--- src/rtl/saradc_sar_ctrl.sv ---
// saradc_sar_ctrl
// ---------------
// SAR conversion sequencer driving an NBITS-wide CDAC switch array, one unit
// per bit (MSB = bit NBITS-1). Runs sample phase, binary-search trials against
// an external comparator, break-before-make switch sequencing and code output.
//
// Ports:
//   CLK, RST          clock, synchronous active-high reset
//   START             conversion request, sampled only in IDLE
//   CMP               comparator result, 1 keeps the bit under trial
//   CRI/CRIB          input-to-cap switch enables and their exact complement
//   CRH/CRHB          cap-to-VOUTH switch enables and complement
//   CRL/CRLB          cap-to-VOUTL switch enables and complement
//   COMP_EN           comparator strobe, one cycle per bit
//   DOUT              converted code, held until the next conversion starts
//   VALID             one-cycle pulse when DOUT is new
//   BUSY              high in every state except IDLE
//   DBG_STATE         current FSM state encoding
//
// Handshake: START is a level request with no ready; it is taken only when
// the FSM is in IDLE and ignored otherwise, so holding it high chains
// conversions with exactly one IDLE cycle between them. CMP has no valid;
// it must be settled by the end of the EVAL cycle (two cycles after the
// COMP_EN rising edge), the only cycle in which it is sampled.

module saradc_sar_ctrl #(
  parameter int NBITS   = 8,
  parameter int NSAMP   = 4,
  parameter int NOVL    = 1,
  parameter int NSETTLE = 2
) (
  input  logic             CLK,
  input  logic             RST,
  input  logic             START,
  input  logic             CMP,
  output logic [NBITS-1:0] CRI,
  output logic [NBITS-1:0] CRIB,
  output logic [NBITS-1:0] CRH,
  output logic [NBITS-1:0] CRHB,
  output logic [NBITS-1:0] CRL,
  output logic [NBITS-1:0] CRLB,
  output logic             COMP_EN,
  output logic [NBITS-1:0] DOUT,
  output logic             VALID,
  output logic             BUSY,
  output logic [2:0]       DBG_STATE
);

  localparam int KW   = (NBITS > 1) ? $clog2(NBITS) : 1;
  localparam int MAXA = (NSAMP > NOVL) ? NSAMP : NOVL;
  localparam int MAXP = (MAXA > NSETTLE) ? MAXA : NSETTLE;
  localparam int PW   = (MAXP > 1) ? $clog2(MAXP) : 1;

  localparam logic [PW-1:0] SAMP_LAST   = PW'(NSAMP - 1);
  localparam logic [PW-1:0] OVL_LAST    = PW'(NOVL - 1);
  localparam logic [PW-1:0] SETTLE_LAST = PW'(NSETTLE - 1);
  localparam logic [KW-1:0] K_TOP       = KW'(NBITS - 1);

  typedef enum logic [2:0] {
    S_IDLE   = 3'd0,
    S_SAMP   = 3'd1,
    S_GAP    = 3'd2,
    S_SETTLE = 3'd3,
    S_STROBE = 3'd4,
    S_EVAL   = 3'd5,
    S_BREAK  = 3'd6,
    S_DONE   = 3'd7
  } state_t;

  state_t           r_state;
  state_t           w_state_nxt;
  logic [PW-1:0]    r_cnt;
  logic [KW-1:0]    r_k;
  logic [KW-1:0]    w_k_nxt;
  logic [NBITS-1:0] r_dout;
  logic [NBITS-1:0] w_dout_nxt;

  logic [NBITS-1:0] w_cri_nxt;
  logic [NBITS-1:0] w_crh_nxt;
  logic [NBITS-1:0] w_crl_nxt;

  logic [NBITS-1:0] r_cri, r_crib, r_crh, r_crhb, r_crl, r_crlb;
  logic             r_comp_en, r_valid, r_busy;

  // State register: FSM state, phase counter, bit index and result code.
  // The phase counter restarts on every state change, so each timed state
  // simply waits for its own terminal count.
  always_ff @(posedge CLK) begin
    if (RST) begin
      r_state <= S_IDLE;
      r_cnt   <= '0;
      r_k     <= '0;
      r_dout  <= '0;
    end else begin
      r_state <= w_state_nxt;
      r_k     <= w_k_nxt;
      r_dout  <= w_dout_nxt;
      r_cnt   <= (w_state_nxt != r_state) ? '0 : r_cnt + PW'(1);
    end
  end

  // Next-state logic, including the bit index and the code being built.
  always_comb begin
    w_state_nxt = r_state;
    w_k_nxt     = r_k;
    w_dout_nxt  = r_dout;
    case (r_state)
      S_IDLE: begin
        if (START) begin
          w_state_nxt = S_SAMP;
          w_dout_nxt  = '0;
        end
      end
      S_SAMP:   if (r_cnt == SAMP_LAST) w_state_nxt = S_GAP;
      S_GAP: begin
        if (r_cnt == OVL_LAST) begin
          w_state_nxt = S_SETTLE;
          w_k_nxt     = K_TOP;
        end
      end
      S_SETTLE: if (r_cnt == SETTLE_LAST) w_state_nxt = S_STROBE;
      S_STROBE: w_state_nxt = S_EVAL;
      S_EVAL: begin
        w_dout_nxt[r_k] = CMP;
        w_state_nxt     = (r_k == '0) ? S_DONE : S_BREAK;
      end
      S_BREAK: begin
        if (r_cnt == OVL_LAST) begin
          w_state_nxt = S_SETTLE;
          w_k_nxt     = r_k - KW'(1);
        end
      end
      S_DONE:   w_state_nxt = S_IDLE;
      default:  w_state_nxt = S_IDLE;
    endcase
  end

  // Output logic: switch pattern for the state being entered, so every
  // output comes straight from a register. In BREAK the index still names
  // the bit just decided; cap k-1 is parked OFF before it goes L->H, and
  // cap k is parked OFF only when it is about to go H->L.
  always_comb begin
    w_cri_nxt = '0;
    w_crh_nxt = '0;
    w_crl_nxt = '0;
    case (w_state_nxt)
      S_SAMP: w_cri_nxt = '1;
      S_SETTLE, S_STROBE, S_EVAL, S_BREAK: begin
        for (int j = 0; j < NBITS; j++) begin
          if (j > int'(w_k_nxt)) begin
            w_crh_nxt[j] = w_dout_nxt[j];
            w_crl_nxt[j] = ~w_dout_nxt[j];
          end else if (j == int'(w_k_nxt)) begin
            w_crh_nxt[j] = (w_state_nxt == S_BREAK) ? w_dout_nxt[j] : 1'b1;
          end else if (w_state_nxt != S_BREAK || j != int'(w_k_nxt) - 1) begin
            w_crl_nxt[j] = 1'b1;
          end
        end
      end
      default: ;
    endcase
  end

  // Output registers. Complements are registered separately from the true
  // outputs so each pair is exact in every cycle, including reset.
  always_ff @(posedge CLK) begin
    if (RST) begin
      r_cri     <= '0;
      r_crib    <= '1;
      r_crh     <= '0;
      r_crhb    <= '1;
      r_crl     <= '0;
      r_crlb    <= '1;
      r_comp_en <= 1'b0;
      r_valid   <= 1'b0;
      r_busy    <= 1'b0;
    end else begin
      r_cri     <= w_cri_nxt;
      r_crib    <= ~w_cri_nxt;
      r_crh     <= w_crh_nxt;
      r_crhb    <= ~w_crh_nxt;
      r_crl     <= w_crl_nxt;
      r_crlb    <= ~w_crl_nxt;
      r_comp_en <= (w_state_nxt == S_STROBE);
      r_valid   <= (w_state_nxt == S_DONE);
      r_busy    <= (w_state_nxt != S_IDLE);
    end
  end

  assign CRI       = r_cri;
  assign CRIB      = r_crib;
  assign CRH       = r_crh;
  assign CRHB      = r_crhb;
  assign CRL       = r_crl;
  assign CRLB      = r_crlb;
  assign COMP_EN   = r_comp_en;
  assign DOUT      = r_dout;
  assign VALID     = r_valid;
  assign BUSY      = r_busy;
  assign DBG_STATE = r_state;

endmodule

--- config.mk ---
export PLATFORM = sky130hd
export DESIGN_NAME = saradc_sar_ctrl
export DESIGN_NICKNAME = d
export VERILOG_FILES = /design/src/rtl/saradc_sar_ctrl.sv
export SDC_FILE = /design/constraint.sdc
export NUM_CORES = 1
export LEC_CHECK = 0
export BUFFER_PORTS_ARGS = -buffer_cell sky130_fd_sc_hd__buf_2
export CORE_MARGIN = 2
export CORE_UTILIZATION = 45
export DETAILED_ROUTE_END_ITERATION = 7
export PLACE_DENSITY = 0.69
export SLEW_MARGIN = 15
export SYNTH_ARGS = -nofsm -noshare
export SYNTH_HDL_FRONTEND = slang
export SYNTH_SLANG_ARGS = --single-unit
export TNS_END_PERCENT = 1
--- constraint.sdc ---
create_clock -name CLK -period 3.57 [get_ports CLK]
set_input_delay 0.714 -clock CLK [delete_from_list [all_inputs] [get_ports CLK]]
set_output_delay 0.714 -clock CLK [all_outputs]
set_load 0.01 [all_outputs]
==> key figures, run 1 <==
Critical path
  • Max FO, Critical Path: 15
  • Required @ worst endpoint: 3.77 ns
  • Endpoint class of the critical path: register
  • Max stage delay on crit path: 0.65 ns
  • Critical path class: reg2reg
  • WP data arrival: 3.08 ns
  • Setup crit start kind: register
  • R2R setup slack: between 0.6 and 0.7 ns
  • Most used cell, CP: inv_1
  • Max stage delay cell, worst path: dfxtp_1
  • Critical Path, Cell by Cell: inv_1, ha_1, nand2_2, mux2i_4, nand3_1, inv_1, ha_1, inv_1, a32oi_1, mux2i_1, or2_1
  • Worst r2r src: r_k[1]
  • Crit. Startpoint: r_k[1]

Power
  • Switching part of the total: 26.4%
  • Switching power: 284 uW
  • Clock Power Share: 31.4%
  • Pwr per Cell Area: 373 nW/um^2
  • Gate power share: 11.3%
  • Internal power: 792 uW
  • Reg power frac: 57.3%
  • Peak supply drop: 0.000147 V
  • Leak pwr: 1.20 nW

Logic synthesis
  • Top_reg_cell synth: dfxtp_1
  • Post-synth ARST share: 0%
  • Post-Syn Area: 2590 sq um
  • Avg Cell Area, Syn: just under 10 sq um
  • Synth area leader: dfxtp_1
  • Post-Syn Nets: 282
  • Cells after synthesis: 270
  • Dominant cells by area after synthesis: dfxtp_1 (41%), buf_4 (5.5%), ha_1 (3.9%)
  • Synth warn: 0
  • Synth top area share: 40.9%
  • Sequential area share after synthesis: 40.9%
  • Yosys reg bits: 53
  • Post-synth EDFFs: 0
  • Count of cell types in the netlist: 62

Layout
  • Layout fillers: 535
  • Most frequent cells in the layout: buf_2 (65), dfxtp_1 (53), nor2_1 (23)
  • Layout area overhead: 11.2%
  • Most common cell after layout, fill and taps aside: buf_2
  • Share of layout cells above drive strength 1: 30.4%
  • Ant. Diodes: 0
  • Nets: 324
  • Final instance area: 2890 sq um

Clocking
  • Clock-pin slew on the worst setup and hold paths: 0.10 ns
  • Post-cts hold buffer count: 0
  • Setup Fix Bufs, Post-CTS: 0
  • H-tree Lvls: 2
  • CTS buffer count: 5
  • Post-CTS Resized: 0
  • CTS root buf: clkbuf_8
  • CTS tree: done
  • TritonCTS sink count: 53
  • Bufs on Longest Clock Path: 2
  • Clk Latency, worst-skew pair: ~0.31 ns

Timing
  • Unrepaired setup endpoints after global routing: no
  • Final-report hold violation count: 0
  • Final setup fails: 0
  • Final Skew: 0.00782 ns
  • Highest clock rate: 348 MHz
  • Max-slew violations: 0
  • Final TNS setup: 0 ns
  • Slew @ Worst Pin: a little over 0.9 ns
  • Tmin final: 2.88 ns
  • Max_slew headroom: 37.6%
  • Fin crit share: between 80% and 90%
  • Setup ws final: 0.694 ns

Placed design
  • PortBufs: 65
  • Routability cong.: 0.883
  • DP Worst Slack: ~0.74 ns
  • Placed cell area: 2790 sq um
  • Post-DP HPWL: 3850 um

Global routing
  • Initial antenna violation count: 0
  • GRT Total Usage: 17.4%
  • Vias in the first global route: 1785
  • First-pass GRT wire length: 8630 um
  • Largest net degree at the start of global routing: 33
  • Grt total ovfl: 0

Floorplan
  • Core footprint: 5540 sq um
  • Die span in x: 79.9 um
  • Die area: about 6400 sq um
  • Die height: around 80 um
  • Std-Cell Rows: 27
  • IO Pins: 66
  • Initial Util: a little under half

Hold path
  • Hold_sp: r_cnt[0]
  • Hold WC Path Type: reg2reg

Drt
  • Total Wirelength: 5310 um
  • Wire length per cell: 13.8 um
  • Antenna viol nets, final: 0
  • Initial DRC count: approximately 110
  • Drt drc: 0
  • Drt first pass iters: 4
  • Routed vias: approximately 2000
  • Vias per inst: 5.31

Flow run
  • Max cap viols: 0

Run status
  • Status: finished, final reports clean
==> sequential cells by signal, indices dropped and copies added, names as in the netlist <==
name,cells
BUSY,1
COMP_EN,1
CRH,8
CRHB,8
CRI,1
CRIB,1
CRL,8
CRLB,8
DBG_STATE,3
DOUT,8
VALID,1
r_cnt,2
r_k,3
==> critical path: cells and delay by family (launching register included) <==
family / cells / cell delay, ns
multiplexers: 2 / 0.50
AO/OA/AOI/OAI: 1 / 0.24
flip-flops: 1 / 0.65
adder cells (fa/ha/maj): 2 / 0.49
AND/OR/NAND/NOR: 3 / 0.55
buffers and inverters: 3 / 0.33
==> path summary, 6_finish.rpt <==
kind / cells past startpoint / end
max reg2reg: 11 / CRLB[6]
max: 11 / CRLB[6]
min: 1 / r_cnt[0]
min reg2reg: 1 / r_cnt[0]
==> cells by family after synthesis <==
logic type / count (synthesis) / share of synthesized area [%]
flops: 53 / 40.9
buf+inv: 43 / 10.6
simple gates: 89 / 20.6
compound gates: 67 / 19.6
mux: 10 / 4.44
fa+ha+maj: 8 / 3.86
==> area by class of cell <==
cell class / count / area [sq um] / area share [%]
well taps: 72 / 90.1 / 3.12
inverters: 12 / 45.0 / 1.56
flip-flops and latches: 53 / 1060 / 36.8
repair buffers: 66 / 333 / 11.5
multi-input cells: 174 / 1270 / 43.9
clock inverters: 3 / 21.3 / 0.737
clock buffers: 5 / 68.8 / 2.39
==> through the flow <==
stage	hold WS (ns)	utilization (%)	cells	power, mW
after floorplan	0.458	-	270	0.739
after global placement	0.472	50.3	377	0.751
after CTS	0.507	51.9	385	1.09
after global routing	0.544	52.1	385	1.14
final	0.503	52.1	385	1.08
after detailed placement	0.492	50.3	377	0.752
==> cell usage after synthesis, drive strengths merged (3+ instances only) <==
library cell,instances
dfxtp,53
buf,27
nor2,24
a21oi,19
nand2,13
inv,12
a211oi,8
ha,8
mux2i,8
nor3,8
o21ai,8
a21o,5
and3b,5
nand3,5
clkbuf,4
nor2b,4
nor3b,4
nor4,4
a211o,3
a221o,3
a221oi,3
nand3b,3
o21a,3
o22ai,3
or3,3
==> power by group through the flow <==
stage,registers (mW),logic (mW),clock network (mW)
final,0.617,0.122,0.338
after global routing,0.620,0.136,0.380
after CTS,0.617,0.122,0.350
after detailed placement,0.631,0.122,0
after global placement,0.630,0.121,0
after floorplan,0.627,0.112,0
==> metal layers <==
| metal | routed length (um) | track usage [%] | share of wire (%) | up-vias |
|---|---|---|---|---|
| li1 | - | - | - | 1031 |
| met1 | 2490 | 24.0 | 47 | 939 |
| met2 | 2510 | 27.0 | 47 | 71 |
| met3 | 281 | 4.07 | 5.3 | 4 |
| met4 | 36 | 4.92 | 0.68 | 0 |
| met5 | 0 | 0 | 0 | - |
(Power assumes the default switching activity.)
==> run 2, diff against run 1 <==
--- a/config.mk
+++ b/config.mk
@@ -9,7 +9,7 @@
 export CORE_MARGIN = 2
 export CORE_UTILIZATION = 45
 export DETAILED_ROUTE_END_ITERATION = 7
-export PLACE_DENSITY = 0.69
+export PLACE_DENSITY = 0.72
 export SLEW_MARGIN = 15
 export SYNTH_ARGS = -nofsm -noshare
 export SYNTH_HDL_FRONTEND = slang
==> constraint.sdc (replaced) <==
create_clock -name CLK -period 2.38 [get_ports CLK]
set_input_delay 0.476 -clock CLK [delete_from_list [all_inputs] [get_ports CLK]]
set_output_delay 0.476 -clock CLK [all_outputs]
set_load 0.01 [all_outputs]
==> run 2 against run 1 <==
Maximum frequency rose by 29%. Cell count rose by 4.9%. Highest routed layer unchanged. Combinational power rose by 82%. Worst setup slack got worse by 0.55 ns. Total power rose by 54%. Final area rose by 6.2%. Largest power group unchanged. Clock-buffer cell count rose by 1. Wire length rose by 6.5%. Sequential share of layout area fell by 2.0 points. Global-route usage rose by 1.0 points.
==> key figures, run 2 (synthesis results as in run 1) <==
Clocking
  • Clock-pin slew on the worst setup and hold paths: around 0.10 ns
  • Setup Fix Bufs, Post-CTS: 0
  • CTS tree: done
  • CTS root buf: clkbuf_8
  • Post-cts hold buffer count: 0
  • Clk Latency, worst-skew pair: 0.32 ns
  • Post-CTS Resized: 0
  • Bufs on Longest Clock Path: 2
  • TritonCTS sink count: 53
  • CTS buffer count: 5
  • H-tree Lvls: 2

Critical path
  • R2R setup slack: 0.15 ns
  • WP data arrival: 2.45 ns
  • Reg2reg path depth: 11
  • Setup crit start kind: register
  • CP bufs+invs: 3
  • Worst r2r src: r_cnt[0]
  • Worst reg2reg endpoint: CRLB[4]
  • Most used cell, CP: inv_1
  • Max stage delay cell, worst path: dfxtp_2
  • Critical path class: reg2reg
  • Max FO, Critical Path: 6
  • Critical path depth in cells: 11
  • Critical Path, Cell by Cell: inv_1, ha_1, and4b_1, a21o_1, a21oi_2, inv_2, ha_4, inv_1, a32oi_2, nor2_1, a211o_1
  • Required @ worst endpoint: 2.60 ns
  • Endpoint class of the critical path: register
  • Max stage delay on crit path: 0.34 ns
  • CP delay by family, top: compound AO/OA/AOI/OAI gates
  • End of the critical path: CRLB[4]
  • Crit. Startpoint: r_cnt[0]

Timing
  • Final setup fails: 0
  • Final Skew: 0.00677 ns
  • Final-report hold violation count: 0
  • Tmin final: 2.23 ns
  • Final TNS setup: 0 ns
  • Max-slew violations: 0
  • Slew @ Worst Pin: around 0.53 ns
  • Fin crit share: between 90% and 100%
  • Highest clock rate: 448 MHz
  • Max_slew headroom: 64.7%

Floorplan
  • Die span in x: 79.9 um
  • Initial Util: a little under half
  • Die height: 79.9 um
  • Std-Cell Rows: 27
  • IO Pins: 66
  • Core footprint: 5540 sq um
  • Die area: 6390 sq um

Run status
  • Status: finished, final reports clean

Layout
  • Ant. Diodes: 0
  • Layout area overhead: 18.2%
  • Most frequent cells in the layout: buf_2 (65), dfxtp_1 (48), nor2_1 (23)
  • Nets: 343
  • Share of layout cells above drive strength 1: 37.7%
  • Finished Layout Cells: 404
  • Final instance area: 3070 sq um
  • Most common cell after layout, fill and taps aside: buf_2

Drt
  • Wire length per cell: around 14 um
  • Drt first pass iters: 4
  • Initial DRC count: 114
  • Drt drc: 0
  • Vias per inst: 5.22
  • Total Wirelength: 5660 um
  • Antenna viol nets, final: 0
  • Routed vias: 2109

Placed design
  • Placed Cells incl. Taps: 396
  • PortBufs: 65
  • Placed cell area: between 2000 and 3000 sq um
  • Post-DP HPWL: roughly 4100 um
  • Routability cong.: 0.871

Power
  • Pwr per Cell Area: 539 nW/um^2
  • Final Total Pwr: 1.65 mW
  • Leak pwr: 1.31 nW
  • Peak supply drop: 0.000242 V

Global routing
  • Largest net degree at the start of global routing: 23
  • First-pass GRT wire length: a little over 9000 um
  • Initial antenna violation count: 0
  • Grt total ovfl: 0
  • Vias in the first global route: 1897
  • GRT Total Usage: 18.4%

Hold path
  • Hold WC Path Type: reg2reg

Flow run
  • Max cap viols: 0
run 2: cell types whose count changed in the layout (fill, tap and decap cells not counted), sizes merged:
| cell | before | now |
|---|---|---|
| clkinvlp | 1 | 0 |
| clkbuf | 5 | 6 |
| buf | 66 | 85 |
run 2: metrics by stage:
| step | utilization, % | hold slack, ns | setup slack [ns] |
|---|---|---|---|
| 2_1_floorplan | - | 0.458 | 0.00202 |
| 3_3_place_gp | 53.5 | 0.515 | 0.167 |
| 3_5_place_dp | 53.5 | 0.529 | 0.0953 |
| 4_1_cts | 55.0 | 0.546 | 0.0719 |
| 5_1_grt | 55.3 | 0.560 | -0.0117 |
| 6_report | 55.3 | 0.519 | 0.147 |
run 2: tightest hold or removal path: cells and delay by family (launching register included):
family | cells | cell delay [ns]
AND/OR/NAND/NOR | 1 | 0.04
flip-flops | 1 | 0.34
buffers and inverters | 1 | 0.11
run 2: how the worst min path moves through the flow:
stage | slack, ns | cells after the start | start | to
after floorplan | 0.46 | 1 | r_cnt[0] | r_cnt[0]
after global placement | 0.52 | 2 | r_cnt[0] | r_cnt[0]
after detailed placement | 0.53 | 2 | r_cnt[0] | r_cnt[0]
after CTS | 0.55 | 2 | r_cnt[0] | r_cnt[0]
after global routing | 0.56 | 2 | r_cnt[0] | r_cnt[0]
final | 0.52 | 2 | r_cnt[0] | r_cnt[0]
run 2: layout make-up:
cell class              count  area, sq um
fillers                   524         2470
multi-input cells         174         1290
flip-flops and latches     53         1070
repair buffers             85          488
well taps                  72         90.1
clock buffers               6         72.6
inverters                  12         45.0
clock inverters             2         13.8
run 2: metal layers:
layer | GRT usage [%] | routed length, um
met1 | 24.8 | 2670
met2 | 28.4 | 2680
met3 | 4.07 | 214
met4 | 7.29 | 96
met5 | 0 | 0
run 2: where the power goes:
group	total (mW)	internal [mW]	switching, mW
Combinational	0.222	0.0954	0.127
Sequential	0.915	0.903	0.0118
Clock	0.516	0.210	0.305
Total	1.65	1.21	0.444
==> run 3, diff against run 2 <==
--- a/config.mk
+++ b/config.mk
@@ -10,6 +10,7 @@
 export CORE_UTILIZATION = 45
 export DETAILED_ROUTE_END_ITERATION = 7
 export PLACE_DENSITY = 0.72
+export SETUP_SLACK_MARGIN = 0.5
 export SLEW_MARGIN = 15
 export SYNTH_ARGS = -nofsm -noshare
 export SYNTH_HDL_FRONTEND = slang
==> run 3 against run 2 <==
Clock skew barely moved. Sequential share of layout area fell by 1.6 points. Die area did not move. Clock power rose by 18%. Combinational power rose by 14%. Cell count rose by 1.5%. Wire length rose by 3.7%. Critical endpoint is now CRLB[6]. Highest routed layer unchanged.
==> key figures, run 3 (synthesis results as in run 1) <==
Run status
  • Status: finished, final reports clean

Global routing
  • First-pass GRT wire length: 9220 um
  • Initial antenna violation count: 0
  • Largest net degree at the start of global routing: 21
  • Grt total ovfl: 0
  • Vias in the first global route: between 2000 and 2500
  • GRT Total Usage: 18.3%

Drt
  • Drt drc: 0
  • Total Wirelength: just under 6000 um
  • Vias per inst: roughly 5.2
  • Antenna viol nets, final: 0
  • Wire length per cell: 14.3 um
  • Initial DRC count: 88
  • Drt first pass iters: 5
  • Routed vias: between 2000 and 2500

Power
  • Peak supply drop: roughly 0.0003 V
  • Leak pwr: 1.36 nW
  • Pwr per Cell Area: between 500 and 600 nW/um^2

Critical path
  • WP data arrival: roughly 2.4 ns
  • Critical Path, Cell by Cell: inv_4, ha_4, inv_4, ha_4, and2_4, o21ai_4, nand3_2, inv_2, ha_4, inv_4, a32oi_2, mux2i_1, or2_1
  • Required @ worst endpoint: 2.58 ns
  • Worst r2r src: r_cnt[0]
  • Max FO, Critical Path: 4
  • Crit. Startpoint: r_cnt[0]
  • Max stage delay on crit path: 0.37 ns
  • Setup crit start kind: register
  • Critical path class: reg2reg
  • Endpoint class of the critical path: register
  • Reg2reg path depth: 13
  • Max stage delay cell, worst path: dfxtp_4

Placed design
  • Post-DP HPWL: 4210 um
  • Placed Cells incl. Taps: 395
  • PortBufs: 65
  • Routability cong.: 0.897

Flow run
  • Max cap viols: 0

Layout
  • Layout area overhead: 24.7%
  • Nets: 349
  • Ant. Diodes: 0
  • Most frequent cells in the layout: buf_2 (65), dfxtp_1 (47), buf_4 (25)
  • Layout fillers: 500
  • Most common cell after layout, fill and taps aside: buf_2
  • Footprint of the multi-input gates: ~1400 sq um
  • Sequential cell area: 1070 sq um
  • Finished Layout Cells: 410
  • Share of layout cells above drive strength 1: 42.6%

Clocking
  • TritonCTS sink count: 53
  • H-tree Lvls: 2
  • Clock-pin slew on the worst setup and hold paths: around 0.09 ns
  • Clk Latency, worst-skew pair: 0.30 ns
  • CTS buffer count: 5
  • Bufs on Longest Clock Path: 2
  • CTS tree: done
  • CTS root buf: clkbuf_8
  • Post-cts hold buffer count: 0

Hold path
  • Hold WC Path Type: reg2reg
  • Hold_sp: r_cnt[0]
  • Hold path depth: 1

Floorplan
  • Die area: 6390 sq um
  • Die span in x: 79.9 um
  • Std-Cell Rows: 27
  • Die height: 79.9 um
  • IO Pins: 66
  • Initial Util: 46.8%
  • Core footprint: 5540 sq um

Timing
  • Final Skew: ~0.0069 ns
  • Tmin final: 2.22 ns
  • Final TNS setup: 0 ns
  • Unrepaired setup endpoints after global routing: yes
  • Final setup fails: 0
  • Hold Slack: 0.466 ns
  • Max-slew violations: 0
  • Final-report hold violation count: 0
  • Fin crit share: 93.3%
  • Max_slew headroom: 66.0%
  • Highest clock rate: between 400 and 500 MHz
  • Slew @ Worst Pin: 0.510 ns
[run 3: layout make-up]
class,count,area share (%)
clock buffer,6,2.24
sequential,53,33.2
inverter,12,1.78
clock inverter,2,1.20
timing repair buffer,91,16.5
tap,72,2.79
multi-input combinational,174,42.3
[run 3: critical path, delay by kind of cell (launching register included)]
kind            cells  cell delay [ns]
simple gates        3             0.45
fa+ha+maj           3             0.70
mux                 1             0.13
buf+inv             4             0.21
flops               1             0.37
compound gates      2             0.26
[run 3: where the power goes]
| part | internal [mW] | switching, mW |
|---|---|---|
| combinational | 0.116 | 0.137 |
| clock | 0.316 | 0.292 |
| sequential | 0.903 | 0.0164 |
[run 3: worst paths after layout]
kind,to,slack [ns]
setup reg to reg,CRLB[6],0.16
setup / recovery,CRLB[6],0.16
hold / removal,r_cnt[0],0.47
hold reg to reg,r_cnt[0],0.47
[run 3: through the flow]
step | power [mW] | area [sq um] | setup WS [ns] | util (%)
CTS | 1.78 | 3200 | 0.146 | 57.8
floorplan | 1.12 | 2670 | 0.136 | -
global route | 1.85 | 3230 | 0.0702 | 58.4
detailed placement | 1.15 | 2990 | 0.0707 | 54.0
finish | 1.78 | 3230 | 0.160 | 58.4
global placement | 1.15 | 2990 | 0.158 | 54.0
[run 3: repair_timing]
item,CTS,global route
pin swaps,10,8
gates resized for setup,11,9
setup endpoints to repair,30,33
setup buffers,6,1
[run 3: layer usage]
layer	track usage (%)	routed length [um]
met1	23.1	2490
met5	0	0
met2	31.0	2960
met3	3.85	326
met4	6.10	99
